`src/rtl/pc_sel_pkg.sv`:
```
// Shared encodings for the next-PC unit: the source-select codes reported on src_sel.
// Feature macro used by this slice: PC_SEL_RAS_EN (return-address stack).
package pc_sel_pkg;

   localparam int unsigned SRC_W = 3;

   localparam logic [SRC_W-1:0] SRC_RST = 3'd0;
   localparam logic [SRC_W-1:0] SRC_SEQ = 3'd1;
   localparam logic [SRC_W-1:0] SRC_BR  = 3'd2;
   localparam logic [SRC_W-1:0] SRC_JMP = 3'd3;
   localparam logic [SRC_W-1:0] SRC_RET = 3'd4;
   localparam logic [SRC_W-1:0] SRC_EXC = 3'd5;

endpackage

```
`src/rtl/ras_stack.sv`:
```
// Circular return-address stack: push, pop or replace-top per cycle, with sticky error flag.
// Only instantiated when PC_SEL_RAS_EN is defined.
module ras_stack #(
   parameter int unsigned ADDR_W    = 32,
   parameter int unsigned RAS_DEPTH = 4
) (
   input  logic              clk,
   input  logic              reset,
   input  logic              push,
   input  logic              pop,
   input  logic              replace,
   input  logic [ADDR_W-1:0] push_data,
   output logic [ADDR_W-1:0] top,
   output logic              empty,
   output logic              full,
   output logic              err
);

   localparam int unsigned   PTR_W    = $clog2(RAS_DEPTH);
   localparam logic [PTR_W:0] FULL_CNT = (PTR_W+1)'(RAS_DEPTH);

   logic [ADDR_W-1:0] mem [RAS_DEPTH];
   logic [PTR_W-1:0]  ptr;
   logic [PTR_W-1:0]  top_idx;
   logic [PTR_W:0]    count;

   // ptr is the next free slot; once full it also addresses the oldest entry,
   // so a push while full overwrites exactly that one.
   assign top_idx = ptr - PTR_W'(1);
   assign top     = mem[top_idx];
   assign empty   = (count == '0);
   assign full    = (count == FULL_CNT);

   always_ff @(posedge clk) begin
      if (reset) begin
         ptr   <= '0;
         count <= '0;
         err   <= 1'b0;
      end else if (push) begin
         ptr <= ptr + PTR_W'(1);
         if (full) err   <= 1'b1;
         else      count <= count + 1'b1;
      end else if (pop) begin
         if (empty) begin
            err <= 1'b1;
         end else begin
            ptr   <= top_idx;
            count <= count - 1'b1;
         end
      end else if (replace && empty) begin
         err <= 1'b1;
      end
   end

   always_ff @(posedge clk) begin
      if (!reset) begin
         if (push)                   mem[ptr]     <= push_data;
         else if (replace && !empty) mem[top_idx] <= push_data;
      end
   end

endmodule

```
`src/rtl/pc_sel_unit.sv`:
```
// Fetch-stage next-PC unit: PC register plus fixed-priority target select.
// Define PC_SEL_RAS_EN to add the return-address stack; otherwise ret takes jump_dir.
module pc_sel_unit
   import pc_sel_pkg::*;
#(
   parameter int unsigned       ADDR_W    = 32,
   parameter int unsigned       INC       = 4,
   parameter int unsigned       RAS_DEPTH = 4,
   parameter logic [ADDR_W-1:0] RESET_VEC = '0,
   parameter logic [ADDR_W-1:0] EXC_VEC   = 'h80
) (
   input  logic              clk,
   input  logic              reset,
   input  logic              stall,
   input  logic              exc,
   input  logic              branch_taken,
   input  logic [ADDR_W-1:0] branch_dir,
   input  logic              jump,
   input  logic [ADDR_W-1:0] jump_dir,
   input  logic              call,
   input  logic              ret,
   output logic [ADDR_W-1:0] pc,
   output logic [SRC_W-1:0]  src_sel,
   output logic              ras_empty,
   output logic              ras_full,
   output logic              ras_err
);

   logic [ADDR_W-1:0] pc_inc;
   logic [ADDR_W-1:0] pc_nxt;
   logic [SRC_W-1:0]  src_nxt;

   assign pc_inc = pc + ADDR_W'(INC);

`ifdef PC_SEL_RAS_EN
   logic [ADDR_W-1:0] ras_top;
   logic              stk_push;
   logic              stk_pop;
   logic              stk_replace;

   ras_stack #(
      .ADDR_W    (ADDR_W),
      .RAS_DEPTH (RAS_DEPTH)
   ) u_ras (
      .clk       (clk),
      .reset     (reset),
      .push      (stk_push),
      .pop       (stk_pop),
      .replace   (stk_replace),
      .push_data (pc_inc),
      .top       (ras_top),
      .empty     (ras_empty),
      .full      (ras_full),
      .err       (ras_err)
   );
`else
   logic unused_ras_cfg;

   assign unused_ras_cfg = call ^ (RAS_DEPTH == 0);
   assign ras_empty      = 1'b1;
   assign ras_full       = 1'b0;
   assign ras_err        = 1'b0;
`endif

   always_comb begin
      pc_nxt  = pc;
      src_nxt = src_sel;
`ifdef PC_SEL_RAS_EN
      stk_push    = 1'b0;
      stk_pop     = 1'b0;
      stk_replace = 1'b0;
`endif
      if (exc) begin
         pc_nxt  = EXC_VEC;
         src_nxt = SRC_EXC;
      end else if (stall) begin
         pc_nxt  = pc;
         src_nxt = src_sel;
      end else if (ret) begin
`ifdef PC_SEL_RAS_EN
         if (ras_empty) begin
            // Underflow: fall through sequentially; the pop flags the error.
            pc_nxt  = pc_inc;
            src_nxt = SRC_SEQ;
            stk_pop = 1'b1;
         end else begin
            pc_nxt  = ras_top;
            src_nxt = SRC_RET;
            if (jump && call) stk_replace = 1'b1;
            else              stk_pop     = 1'b1;
         end
`else
         pc_nxt  = jump_dir;
         src_nxt = SRC_RET;
`endif
      end else if (jump) begin
         pc_nxt  = jump_dir;
         src_nxt = SRC_JMP;
`ifdef PC_SEL_RAS_EN
         stk_push = call;
`endif
      end else if (branch_taken) begin
         pc_nxt  = branch_dir;
         src_nxt = SRC_BR;
      end else begin
         pc_nxt  = pc_inc;
         src_nxt = SRC_SEQ;
      end
   end

   always_ff @(posedge clk) begin
      if (reset) begin
         pc      <= RESET_VEC;
         src_sel <= SRC_RST;
      end else begin
         pc      <= pc_nxt;
         src_sel <= src_nxt;
      end
   end

endmodule

```
`config.mk`:
```
export PLATFORM = sky130hd
export DESIGN_NAME = pc_sel_unit
export DESIGN_NICKNAME = d
export VERILOG_FILES = /design/src/rtl/pc_sel_pkg.sv /design/src/rtl/ras_stack.sv /design/src/rtl/pc_sel_unit.sv
export SDC_FILE = /design/constraint.sdc
export NUM_CORES = 1
export LEC_CHECK = 0
export CORE_MARGIN = 2
export CORE_UTILIZATION = 46
export DETAILED_ROUTE_END_ITERATION = 16
export PLACE_DENSITY_LB_ADDON = 0.25
export SLEW_MARGIN = 20
export SYNTH_ARGS = -nofsm -noshare
export SYNTH_HDL_FRONTEND = slang
export SYNTH_HIERARCHICAL = 1
export SYNTH_SLANG_ARGS = --single-unit
```
`constraint.sdc`:
```
create_clock -name clk -period 3.6 [get_ports clk]
set_input_delay 0.72 -clock clk [delete_from_list [all_inputs] [get_ports clk]]
set_output_delay 0.72 -clock clk [all_outputs]
set_load 0.01 [all_outputs]
```
==> impl_metrics.ini, run 1 <==
[run_status]
status = finished clean

[cts]
cts_tree = done
cts_resized = 0
holdBufCountCts = 0
ctsRootBufferMaster = clkbuf_8
path_clk_slew_ns = 0.08
htree_levels = 2
numCtsBuffers = 5
cts_sinks = 35
cts_buffer_depth = 2
clkLatencyLatePin_ns = 0.30
post_cts_buffers = 0

[die]
core_area_mm2 = 0.00514
die_h_um = 77.4
pin_count = 110
dieArea_mm2 = 0.00599
fp-row-count = 26
initial_core_util_pct = 48.2
die_w_um = 77.4

[logic_synthesis]
ys_seq_area_share_pct = 28.3
yosysWarnings = 6
synth-edff-count = 0
synth_async_sr_flop_share_pct = 0
syn_avg_cell_area_um2 = 7.38
syn_inst = 336
yosysUniqueCellTypes = 52
ys.flop_type = dfxtp_1
synth-seq-cells = 35
synthesis.area_mm2 = 0.00248

[worst_setup_path]
setup.worst_path.class = input pin to register
cp.required_ns = 3.84
cp-end-kind = register
arrival_ns = 2.77
cp_max_fo = 14
start_kind = input pin

[global_routing]
met1_usage_pct = 34.6
grt_pass1_vias = 2820
grt-busiest-layer = met2
antenna_found_initial = 0
grtUsageMet2_pct = 45.0
grt_pass1_wl_mm = 13.3
grtUsageTotal_pct = 27.1
grt_start_max_net_pins = 26
use_met3_pct = 5.58
grt_overflow = 0

[timing]
skew_ns = 0.00651
fin_crit_sh_pct = 70.3
slew_viol_final = 0
setup_viol = 0
rsz0062_at_grt = no
fin_ws_ns = 1.07
worst_slew_pin_slew_ns = 0.778
final.setup.tns_ns = 0
min_period_ns = 2.53
fmax_mhz = 395
slew_headroom_pct = 48.0
finalHoldViolCount = 0

[cells_and_area]
fin_util_pct = 70.4
area_growth_pct = 46.0
stdcell_count = 499
diodes = 0
nets = 501
drive_above_1_share_pct = 6.29

[route]
ant_nets = 0
routed_wl_mm = 8.18
drc_errors = 0
num_vias = 2994
drt_iter0_drc = 239
drt_pass1_iterations = 4
avgRoutedWirePerCell_um = 16.4
viasPerCell = 6.00

[placed_design]
place_ws_ns = 0.820
dp_cells = 491
place_congestion = 0.792
dpl.hpwl_mm = 5.91
io_buffers = 105

[run]
max_cap_viol_count = 0

[power]
leakage_nw = 1.21
total_power_mw = 0.959
p_per_area_mw_per_mm2 = 265
vdd_drop_max_uv = 194

[hold_path]
hold_class = register to register
-- per-stage QoR --
| stage | hold slack, ns | instance area, um^2 |
|---|---|---|
| global placement | 0.487 | 3530 |
| finish | 0.505 | 3620 |
| CTS | 0.508 | 3620 |
| detailed placement | 0.487 | 3530 |
| floorplan | 0.500 | 2480 |
| global route | 0.533 | 3620 |
-- placed cells by master, fill, tap and decap left out, types with 6 or more instances in the layout --
cell	synthesis	layout
o221ai_1	10	10
nor3_1	12	12
nand3_1	11	11
nand4_1	6	6
buf_4	3	7
dfxtp_1	35	35
a31oi_1	11	11
o21ai_0	22	22
and3_1	6	6
a22oi_1	10	10
xor2_1	7	7
or2_2	6	6
a221oi_1	7	7
clkdlybuf4s50_1	0	105
nand2_1	35	35
nor2_1	26	26
o22ai_1	10	10
nor4_1	8	8
inv_1	10	10
a21oi_1	21	21
xnor2_1	10	10
-- report_power, final --
| part | leakage [nW] | internal (mW) | switching (mW) | total, mW |
|---|---|---|---|---|
| Clock | 0.0402 | 0.135 | 0.163 | 0.298 |
| Combinational | 0.885 | 0.136 | 0.101 | 0.238 |
| Sequential | 0.286 | 0.402 | 0.0217 | 0.423 |
-- Yosys cell counts (3+ instances only) --
| library cell | n | share of area, % |
|---|---|---|
| a21o_1 | 3 | 0.91 |
| a21oi_1 | 21 | 4.2 |
| a221oi_1 | 7 | 2.5 |
| a22o_1 | 5 | 1.8 |
| a22oi_1 | 10 | 3.0 |
| a31oi_1 | 11 | 2.8 |
| and3_1 | 6 | 1.5 |
| and4_1 | 3 | 1.1 |
| buf_4 | 3 | 0.91 |
| clkbuf_1 | 18 | 2.7 |
| dfxtp_1 | 35 | 28 |
| inv_1 | 10 | 1.5 |
| nand2_1 | 35 | 5.3 |
| nand3_1 | 11 | 2.2 |
| nand4_1 | 6 | 1.5 |
| nor2_1 | 26 | 3.9 |
| nor3_1 | 12 | 2.4 |
| nor4_1 | 8 | 2.0 |
| o21a_1 | 3 | 0.91 |
| o21ai_0 | 22 | 4.4 |
| o221ai_1 | 10 | 3.5 |
| o22ai_1 | 10 | 2.5 |
| o31ai_1 | 3 | 0.91 |
| or2_2 | 6 | 1.5 |
| or3_1 | 3 | 0.76 |
| xnor2_1 | 10 | 3.5 |
| xor2_1 | 7 | 2.5 |
-- final timing paths --
| check | cells past startpoint | slack, ns | to | start |
|---|---|---|---|---|
| hold reg to reg | 2 | 0.51 | src_sel[2] | src_sel[2] |
| hold / removal | 2 | 0.51 | src_sel[2] | src_sel[2] |
| setup reg to reg | 6 | 1.19 | pc[22] | pc[2] |
| setup / recovery | 6 | 1.07 | pc[17] | branch_taken |
-- flip-flops by register name, indices dropped and copies added (netlist names), named ones only --
signal	cells
src_sel	3
pc	30
-- critical path: stages --
cell and delay (ns):
clkdlybuf4s50_1 0.68, nor2_1 0.73, nand2_1 0.16, nor4_1 0.26, a31oi_1 0.07, a21oi_1 0.13
-- cell type report --
cell class              instances  area (um^2)
fillers                       475         1520
inverters                      10         37.5
well taps                      70         87.6
clock inverters                 3         20.0
flip-flops and latches         35          701
multi-input cells             264         1600
repair buffers                112         1100
clock buffers                   5         68.8
-- metal layers --
layer  up-vias  part of all wire [%]
met5         -                     0
met2       141                    47
met1      1401                    43
met4         0                   2.2
met3        18                   8.0
li1       1434                     -
-- cells by family (layout without fill, tap and decap cells) --
kind of cell / after synthesis / count (layout) / share of synthesized area, %
XOR/XNOR: 17 / 17 / 6.00
AO/OA/AOI/OAI: 115 / 115 / 31.1
multiplexers: 2 / 2 / 0.807
AND/OR/NAND/NOR: 126 / 126 / 25.7
other: 2 / 3 / 0.303
adder cells (fa/ha/maj): 1 / 1 / 0.504
buffers and inverters: 38 / 130 / 7.32
flip-flops: 35 / 35 / 28.3
No activity file was read; power rests on OpenSTA's default activity.
==> run 2: changes to the inputs <==
- CORE_UTILIZATION: 46 -> 43
- clock period: 3.6 -> 2.42 ns (I/O delays scaled with it)
==> impl_metrics.ini, run 2 (synthesis results as in run 1) <==
[cts]
cts_tree = done
htree_levels = 2
holdBufCountCts = 0
cts_sinks = 35
cts_buffer_depth = 2
cts_resized = 0
numCtsBuffers = 5
post_cts_buffers = 0
path_clk_slew_ns = 0.07
ctsRootBufferMaster = clkbuf_8
clkLatencyLatePin_ns = 0.30

[worst_setup_path]
slowest_stage = or4_4
setup.worst_path.class = register to register
cp.required_ns = 2.64
cp_max_fo = 12
rrSetupSlack_ns = 0.17
timing.rr.start = pc[3]
arrival_ns = 2.47
start_kind = register
worst_path_dominant_cell_family = simple AND/OR/NAND/NOR gates
path_buf_inv = 0
worstRegToRegCells = 6
r2r_end = pc[22]
cp-end-kind = register
crit_path_max_incr_delay_ns = 0.62
crit_chain = ha_1 > nand4_2 > or4_4 > or3_1 > a21o_1 > a31oi_1

[run_status]
status = finished clean

[placed_design]
dpl.hpwl_mm = 6.23
place_congestion = 0.820
io_buffers = 105
dp_cells = 509

[global_routing]
grt_start_max_net_pins = 20
grtUsageTotal_pct = 26.5
grt_pass1_vias = 2806
grt_pass1_wl_mm = 13.4
antenna_found_initial = 0
grt_overflow = 0

[hold_path]
hp-start = src_sel[2]
holdPathStages = 2
hold_end = src_sel[2]
hold_class = register to register

[cells_and_area]
multi_input_area_mm2 = 0.00160
fillers = 491
layout_commonest_cell = clkdlybuf4s50_1
stdcell_count = 516
area_growth_pct = 51.4
top_regs = pc x30, src_sel x3
fin_util_pct = 67.8
nets = 517
drive_above_1_share_pct = 9.46
largest_reg_flops = 30
final_cell_mix = clkdlybuf4s50_1, nand2_1, dfxtp_1, nor2_1
diodes = 0
regMostFlops = pc
seq_area_um2 = 701

[die]
dieArea_mm2 = 0.00639
core_area_mm2 = 0.00554
fp-row-count = 27
die_h_um = 79.9
initial_core_util_pct = 44.8
pin_count = 110
die_w_um = 79.9

[timing]
setup_viol = 0
finalHoldViolCount = 0
slew_headroom_pct = 60.5
final.setup.tns_ns = 0
fmax_mhz = 444
holdWs_ns = 0.509
fin_crit_sh_pct = 93.0
rsz0062_at_grt = no
slew_viol_final = 0
min_period_ns = 2.25
skew_ns = 0.00545
worst_slew_pin_slew_ns = 0.588

[route]
drc_errors = 0
routed_wl_mm = 8.35
drt_iter0_drc = 222
viasPerCell = 5.86
drt_pass1_iterations = 5
num_vias = 3026
avgRoutedWirePerCell_um = 16.2
ant_nets = 0

[run]
max_cap_viol_count = 0

[power]
leakage_nw = 1.30
total_power_mw = 1.45
vdd_drop_max_uv = 276
p_per_area_mw_per_mm2 = 386
run 2: metrics by stage:
step | worst slack (ns) | area, um^2
final | 0.168 | 3750
after global placement | 0.216 | 3670
after global routing | 0.0293 | 3750
after detailed placement | 0.143 | 3670
after floorplan | 0.288 | 2480
after CTS | 0.115 | 3750
run 2: routing by layer:
layer,share of wire [%],up-vias,global-route usage (%)
li1,-,1467,-
met1,42,1403,34.8
met2,48,145,44.0
met3,8.8,11,4.98
met4,1.3,0,7.97
met5,0,-,0
run 2: layout make-up:
cell class | instances | area share [%]
clock buffer | 6 | 2.20
tap | 72 | 2.40
clock inverter | 1 | 0.133
multi-input combinational | 264 | 42.7
sequential | 35 | 18.7
inverter | 10 | 1.00
timing repair buffer | 128 | 32.9
run 2: worst max-delay path by stage:
| stage | startpoint | to | slack [ns] | cells past startpoint |
|---|---|---|---|---|
| floorplan | pc[2] | pc[22] | 0.29 | 6 |
| global placement | pc[3] | pc[22] | 0.22 | 6 |
| detailed placement | pc[3] | pc[22] | 0.14 | 6 |
| CTS | pc[3] | pc[22] | 0.11 | 6 |
| global route | pc[3] | pc[22] | 0.03 | 6 |
| finish | pc[3] | pc[22] | 0.17 | 6 |
run 2: worst min-delay path, delay by kind of cell (launching register included):
kind	cells	cell delay, ns
DFF	1	0.32
and+or+nand+nor	1	0.06
AOI/OAI and AO/OA	1	0.08
run 2: power by group:
group          switching (mW)  leakage, nW  internal, mW  total, mW
Sequential             0.0297        0.286         0.598      0.628
Combinational           0.156        0.966         0.218      0.375
Clock                   0.222       0.0470         0.224      0.446
